**src/rtl/mem_arbiter_if.sv**
```systemverilog
// mem_arbiter_if: the arbiter's cache-side and RAM-side signals in one bundle.
//
// The slave modport is the arbiter's view:
//   inputs : dREN, dWEN, daddr, dstore   (dcache request)
//            iREN, iaddr                 (icache request)
//            ramload, ramstate           (RAM response)
//   outputs: dwait, dload, iwait, iload  (cache handshakes / read data)
//            ramREN, ramWEN, ramaddr, ramstore (RAM request)
//            ram_error                   (sticky RAM error flag)
// The master modport is the view of the surrounding caches and RAM.
// ramstate encoding: 0 FREE, 1 BUSY, 2 ACCESS, 3 ERROR.
interface mem_arbiter_if;
    logic        dREN;
    logic        dWEN;
    logic [31:0] daddr;
    logic [31:0] dstore;
    logic        dwait;
    logic [31:0] dload;

    logic        iREN;
    logic [31:0] iaddr;
    logic        iwait;
    logic [31:0] iload;

    logic        ramREN;
    logic        ramWEN;
    logic [31:0] ramaddr;
    logic [31:0] ramstore;
    logic [31:0] ramload;
    logic [1:0]  ramstate;
    logic        ram_error;

    modport slave (
        input  dREN, dWEN, daddr, dstore, iREN, iaddr, ramload, ramstate,
        output dwait, dload, iwait, iload, ramREN, ramWEN, ramaddr, ramstore,
               ram_error
    );

    modport master (
        output dREN, dWEN, daddr, dstore, iREN, iaddr, ramload, ramstate,
        input  dwait, dload, iwait, iload, ramREN, ramWEN, ramaddr, ramstore,
               ram_error
    );
endinterface

```
**src/rtl/mem_arbiter.sv**
```systemverilog
// mem_arbiter: single-port RAM arbiter between the L1 dcache and icache.
//
// The dcache has priority. Every grant passes through IDLE first, so one
// arbitration cycle precedes each access. An 8-bit saturating starvation
// counter tracks how long the icache has been waiting; once it reaches
// STARVE_LIMIT the icache wins the next arbitration.
//
// Ports:
//   CLK  - system clock, rising edge
//   nRST - asynchronous active-low reset
//   bus  - mem_arbiter_if.slave: cache requests/handshakes, RAM request and
//          response, sticky ram_error flag
//
// Parameters:
//   STARVE_LIMIT  - icache waiting cycles before it gets priority (1..255)
//   RAM_ERR_RETRY - 1: re-drive the same request after a RAM ERROR,
//                   0: abandon the grant and return to IDLE
module mem_arbiter #(
    parameter int STARVE_LIMIT  = 16,
    parameter bit RAM_ERR_RETRY = 1'b1
) (
    input logic          CLK,
    input logic          nRST,
    mem_arbiter_if.slave bus
);

    typedef enum logic [1:0] {
        IDLE  = 2'd0,
        D_BUS = 2'd1,
        I_BUS = 2'd2
    } state_t;

    localparam logic [1:0] RAM_ACCESS = 2'd2;
    localparam logic [1:0] RAM_ERROR  = 2'd3;
    localparam logic [7:0] STARVE_LIM = 8'(STARVE_LIMIT);

    state_t     state;
    state_t     next_state;
    logic [7:0] starve_cnt;
    logic       err_flag;

    logic d_req;
    logic i_req;
    logic ram_done;
    logic ram_err;

    assign d_req    = bus.dREN | bus.dWEN;
    assign i_req    = bus.iREN;
    assign ram_done = (bus.ramstate == RAM_ACCESS);
    assign ram_err  = (bus.ramstate == RAM_ERROR);

    // Next-state decode. Completion or withdrawal both return to IDLE; an
    // ERROR either keeps the grant (retry) or drops it.
    always_comb begin
        next_state = state;
        unique case (state)
            IDLE: begin
                if (i_req && (starve_cnt >= STARVE_LIM)) next_state = I_BUS;
                else if (d_req)                          next_state = D_BUS;
                else if (i_req)                          next_state = I_BUS;
                else                                     next_state = IDLE;
            end
            D_BUS: begin
                if (ram_done || !d_req)             next_state = IDLE;
                else if (ram_err && !RAM_ERR_RETRY) next_state = IDLE;
                else                                next_state = D_BUS;
            end
            I_BUS: begin
                if (ram_done || !i_req)             next_state = IDLE;
                else if (ram_err && !RAM_ERR_RETRY) next_state = IDLE;
                else                                next_state = I_BUS;
            end
            default: next_state = IDLE;
        endcase
    end

    always_ff @(posedge CLK or negedge nRST) begin
        if (!nRST) begin
            state      <= IDLE;
            starve_cnt <= 8'd0;
            err_flag   <= 1'b0;
        end else begin
            state <= next_state;

            // Clearing on the grant wins over counting; while the icache
            // owns the bus it is not waiting, so the count holds.
            if ((next_state == I_BUS) && (state != I_BUS))
                starve_cnt <= 8'd0;
            else if (i_req && (state != I_BUS) && (starve_cnt != 8'hFF))
                starve_cnt <= starve_cnt + 8'd1;

            if ((state != IDLE) && ram_err)
                err_flag <= 1'b1;
        end
    end

    // Output decode from the registered state. Only the bus owner's
    // request reaches the RAM; the wait release also requires the request
    // to still be present so a withdrawn request never sees a wait=0 pulse.
    always_comb begin
        bus.ramREN   = 1'b0;
        bus.ramWEN   = 1'b0;
        bus.ramaddr  = 32'd0;
        bus.ramstore = 32'd0;
        bus.dwait    = 1'b1;
        bus.iwait    = 1'b1;
        unique case (state)
            D_BUS: begin
                bus.ramaddr  = bus.daddr;
                bus.ramstore = bus.dstore;
                bus.ramWEN   = bus.dWEN;
                bus.ramREN   = bus.dREN & ~bus.dWEN;
                bus.dwait    = ~(ram_done & d_req);
            end
            I_BUS: begin
                bus.ramaddr = bus.iaddr;
                bus.ramREN  = bus.iREN;
                bus.iwait   = ~(ram_done & i_req);
            end
            default: ;
        endcase
    end

    assign bus.dload     = bus.ramload;
    assign bus.iload     = bus.ramload;
    assign bus.ram_error = err_flag;

endmodule

```
**src/flat_wrapper.sv**
```systemverilog
// flat-port wrapper written by rule: the top's interface ports become plain ports
module mem_arbiter_flat 
#(
    parameter int STARVE_LIMIT  = 16,
    parameter bit RAM_ERR_RETRY = 1'b1
)
  (CLK, nRST, bus_dREN, bus_dWEN, bus_daddr, bus_dstore, bus_iREN, bus_iaddr, bus_ramload, bus_ramstate, bus_dwait, bus_dload, bus_iwait, bus_iload, bus_ramREN, bus_ramWEN, bus_ramaddr, bus_ramstore, bus_ram_error);
  mem_arbiter_if bus_i ();
  input logic CLK;
  input logic nRST;
  input wire logic [$bits(bus_i.dREN)-1:0] bus_dREN;
  input wire logic [$bits(bus_i.dWEN)-1:0] bus_dWEN;
  input wire logic [$bits(bus_i.daddr)-1:0] bus_daddr;
  input wire logic [$bits(bus_i.dstore)-1:0] bus_dstore;
  input wire logic [$bits(bus_i.iREN)-1:0] bus_iREN;
  input wire logic [$bits(bus_i.iaddr)-1:0] bus_iaddr;
  input wire logic [$bits(bus_i.ramload)-1:0] bus_ramload;
  input wire logic [$bits(bus_i.ramstate)-1:0] bus_ramstate;
  output wire logic [$bits(bus_i.dwait)-1:0] bus_dwait;
  output wire logic [$bits(bus_i.dload)-1:0] bus_dload;
  output wire logic [$bits(bus_i.iwait)-1:0] bus_iwait;
  output wire logic [$bits(bus_i.iload)-1:0] bus_iload;
  output wire logic [$bits(bus_i.ramREN)-1:0] bus_ramREN;
  output wire logic [$bits(bus_i.ramWEN)-1:0] bus_ramWEN;
  output wire logic [$bits(bus_i.ramaddr)-1:0] bus_ramaddr;
  output wire logic [$bits(bus_i.ramstore)-1:0] bus_ramstore;
  output wire logic [$bits(bus_i.ram_error)-1:0] bus_ram_error;
  assign bus_i.dREN = bus_dREN;
  assign bus_i.dWEN = bus_dWEN;
  assign bus_i.daddr = bus_daddr;
  assign bus_i.dstore = bus_dstore;
  assign bus_i.iREN = bus_iREN;
  assign bus_i.iaddr = bus_iaddr;
  assign bus_i.ramload = bus_ramload;
  assign bus_i.ramstate = bus_ramstate;
  assign bus_dwait = bus_i.dwait;
  assign bus_dload = bus_i.dload;
  assign bus_iwait = bus_i.iwait;
  assign bus_iload = bus_i.iload;
  assign bus_ramREN = bus_i.ramREN;
  assign bus_ramWEN = bus_i.ramWEN;
  assign bus_ramaddr = bus_i.ramaddr;
  assign bus_ramstore = bus_i.ramstore;
  assign bus_ram_error = bus_i.ram_error;
  mem_arbiter #(.STARVE_LIMIT(STARVE_LIMIT), .RAM_ERR_RETRY(RAM_ERR_RETRY)) u_core (.CLK(CLK), .nRST(nRST), .bus(bus_i));
endmodule
```
**config.mk**
```make
export PLATFORM = sky130hd
export DESIGN_NAME = mem_arbiter_flat
export DESIGN_NICKNAME = d
export VERILOG_FILES = /design/src/rtl/mem_arbiter_if.sv /design/src/rtl/mem_arbiter.sv /design/src/flat_wrapper.sv
export SDC_FILE = /design/constraint.sdc
export NUM_CORES = 1
export LEC_CHECK = 0
export ABC_AREA = 1
export CAP_MARGIN = 30
export CORE_AREA = 2 2 105 107
export CTS_BUF_LIST = sky130_fd_sc_hd__clkbuf_4
export DETAILED_ROUTE_END_ITERATION = 7
export DIE_AREA = 0 0 107 109
export PLACE_DENSITY = 0.69
export SYNTH_ARGS = -nofsm -noshare
export SYNTH_HDL_FRONTEND = slang
export SYNTH_SLANG_ARGS = --single-unit
export TNS_END_PERCENT = 10
```
**constraint.sdc**
```tcl
create_clock -name CLK -period 4.1 [get_ports CLK]
set_clock_uncertainty 0.05 [all_clocks]
set_input_delay 1.025 -clock CLK [delete_from_list [all_inputs] [get_ports CLK]]
set_output_delay 1.025 -clock CLK [all_outputs]
set_load 0.005 [all_outputs]
```
==> reports/metrics.csv, run 1 <==
stage,metric,value,unit
run_status,status,completed,
critical_path,path_max_fanout,25,
synth,syn_nets,486,
finish,layout_commonest_cell,clkdlybuf4s50_1,
synth,yosysUniqueCellTypes,23,
finish,drive_gt1_frac,0.0719,
clock_tree,clk_latency,0.27,ns
clock_tree,cts_buffers,3,
drt,dr.pass1.iters,4,
clock_tree,holdBufCountCts,0,
drt,via_per_inst,3.95,
timing,slew_headroom,0.419,
power,power_leakage,0.00155,uW
drt,wirelength,7360,um
drt,antenna_left,0,
floorplanning,initial_core_util,0.192,
placed_design,place.gp.congestion,0.748,
clock_tree,h-tree-depth,1,
synth,synthTopCellsByArea,"buf_4, nand2_1, dfrtp_1",
clock_tree,tritoncts,done,
power,peakVddDrop,0.265,mV
clock_tree,root_buffer,clkbuf_4,
timing,final.period_utilization,0.861,
finish,regArea,275,um^2
synth,synth_top_area_cell,buf_4,
timing,setup_slack,0.570,ns
critical_path,r2r_slack,2.21,ns
grt,track_usage,0.115,
synth,syn_avg_cell_area,5.89,um^2
critical_path,path_class,flip-flop to output port,
floorplanning,die_x,107,um
power,power.total,1740,uW
synth,synth.top_cell.area_share,0.237,
finish,multi_input_area,0.00101,mm^2
min_path,hold_path_class,flip-flop to flip-flop,
floorplanning,die_height,109,um
clock_tree,clk_pin_slew,0.07,ns
grt,grt_pass1_vias,2185,
finish,fillers,1132,
timing,max_slew.worst_pin.slew,0.871,ns
clock_tree,clockBufferDepth,2,
clock_tree,cts_setup_buffers,0,
finish,area_growth,69.2,%
timing,whs,0.446,ns
grt,grt_overflow_total,0,
timing,period_minus_slack,3.53,ns
drt,num_vias,2310,
synth,ys_seq_elements,11,
finish,diodes,0,
critical_path,critPathLaunchType,flip-flop,
timing,max_clock_freq,0.283,GHz
synth,synth_area,0.00203,mm^2
critical_path,critPathRequiredTime,3.02,ns
timing,final_max_slew_viol_count,0,
finish,nets,587,
floorplanning,placementRows,38,
grt,grt_max_degree,44,
drt,drc,0,
timing,hold_viol,0,
finish,final_cell_mix,"clkdlybuf4s50_1, nand2_1, inv_1, a21oi_1",
drt,drtIter0Drc,142,
synth,ys.warnings.count,0,
placed_design,dp_slack,0.628,ns
critical_path,end_kind,output port,
critical_path,arrival,2.46,ns
timing,rsz0062_at_grt,false,
floorplanning,io_pins,268,
timing,timing.setup.tns,0,ns
floorplanning,dieArea,0.0117,mm^2
grt,grt_pass1_wl,11000,um
placed_design,dp_hpwl,6040,um
job,timing.max_cap.violations,0,
placed_design,io_buffers,171,
drt,routedWlPerCell,12.6,um
power,power_density,507,mW/mm^2
clock_tree,post_cts_resized,0,
floorplanning,coreArea,0.0106,mm^2
clock_tree,cts_num_sinks,11,
synth,ys_seq_area_frac,0.136,
timing,finalSetupViolations,0,
grt,grt_antenna_before_repair,0,
synth,postSynthCellCount,345,
==> area by class of cell <==
class | count | area share
clock buffer | 4 | 0.00874
sequential | 11 | 0.0801
timing repair buffer | 175 | 0.511
multi-input combinational | 203 | 0.293
tap | 140 | 0.0510
inverter | 52 | 0.0568
==> flip-flops by register name (all words and copies together) (netlist names) <==
register and cells:
u_core.state 2, u_core.bus.ram_error 1, u_core.starve_cnt 8
==> per-stage QoR <==
stage | instances | util | area, um^2
6_report | 585 | 0.324 | 3440
5_1_grt | 585 | 0.324 | 3440
4_1_cts | 585 | 0.324 | 3440
3_5_place_dp | 581 | 0.321 | 3410
3_3_place_gp | 581 | 0.321 | 3410
2_1_floorplan | 345 | - | 2030
==> power by group <==
part | internal (uW) | switching [uW] | leakage, uW
Combinational | 746 | 717 | 0.00139
Clock | 44.2 | 35.3 | 0.0000184
Sequential | 153 | 44.7 | 0.000139
Total | 943 | 797 | 0.00155
==> metal layers <==
metal | vias up | GRT usage | share of wire | wire length (um)
met5 | - | 0 | 0 | 0
met4 | 0 | 0.00742 | 0.0034 | 25
met3 | 4 | 0.0562 | 0.13 | 926
met2 | 148 | 0.192 | 0.47 | 3480
met1 | 995 | 0.142 | 0.40 | 2930
li1 | 1163 | - | - | -
==> critical path, stage by stage (launching register included) <==
cell and delay, ns:
dfrtp_1 0.38, inv_1 0.07, ha_1 0.28, inv_1 0.63
buf_4 0.30, a21oi_1 0.07, clkdlybuf4s50_1 0.45
==> worst paths after layout <==
check | start | end | cells past startpoint
worst max-delay path | u_core.state[0] | bus_ramaddr[20] | 6
worst min-delay path | u_core.bus.ram_error | u_core.bus.ram_error | 1
worst max register to register | u_core.state[1] | u_core.starve_cnt[3] | 9
worst min register to register | u_core.bus.ram_error | u_core.bus.ram_error | 1
max in group asynchronous | nRST | u_core.starve_cnt[1] | 1
min in group asynchronous | nRST | u_core.starve_cnt[7] | 1
==> cell usage after synthesis <==
cell type,number
or2_4,1
xor2_1,4
nand2_1,119
inv_2,2
a21oi_1,34
buf_2,10
nand3_1,11
nand2_2,3
o21ai_0,2
nor3b_2,1
nor2_8,2
nand2_4,3
buf_4,64
buf_1,3
dfrtp_1,11
nand4_1,1
inv_1,50
buf_6,1
nor2_1,4
ha_1,6
nor2_2,11
clkbuf_1,1
o21bai_1,1
==> kinds of logic after synthesis <==
family,after synthesis,share of synthesized area
AND/OR/NAND/NOR,156,0.348
buffers and inverters,131,0.370
AO/OA/AOI/OAI,37,0.0924
flip-flops,11,0.136
adder cells (fa/ha/maj),6,0.0370
XOR/XNOR,4,0.0173
(Power assumes the default switching activity.)
==> run 2, diff against run 1 <==
--- a/config.mk
+++ b/config.mk
@@ -12,6 +12,7 @@
 export DETAILED_ROUTE_END_ITERATION = 7
 export DIE_AREA = 0 0 107 109
 export PLACE_DENSITY = 0.69
+export SLEW_MARGIN = 20
 export SYNTH_ARGS = -nofsm -noshare
 export SYNTH_HDL_FRONTEND = slang
 export SYNTH_SLANG_ARGS = --single-unit
==> results of run 2 <==
The final DEF is identical to that of run 1; final timing and power are the same.
==> run 3, diff against run 2 <==
--- a/config.mk
+++ b/config.mk
@@ -6,6 +6,7 @@
 export NUM_CORES = 1
 export LEC_CHECK = 0
 export ABC_AREA = 1
+export ABC_CLOCK_PERIOD_IN_PS = 4100
 export CAP_MARGIN = 30
 export CORE_AREA = 2 2 105 107
 export CTS_BUF_LIST = sky130_fd_sc_hd__clkbuf_4
==> results of run 3 <==
The final DEF is identical to that of run 1; final timing and power are the same.
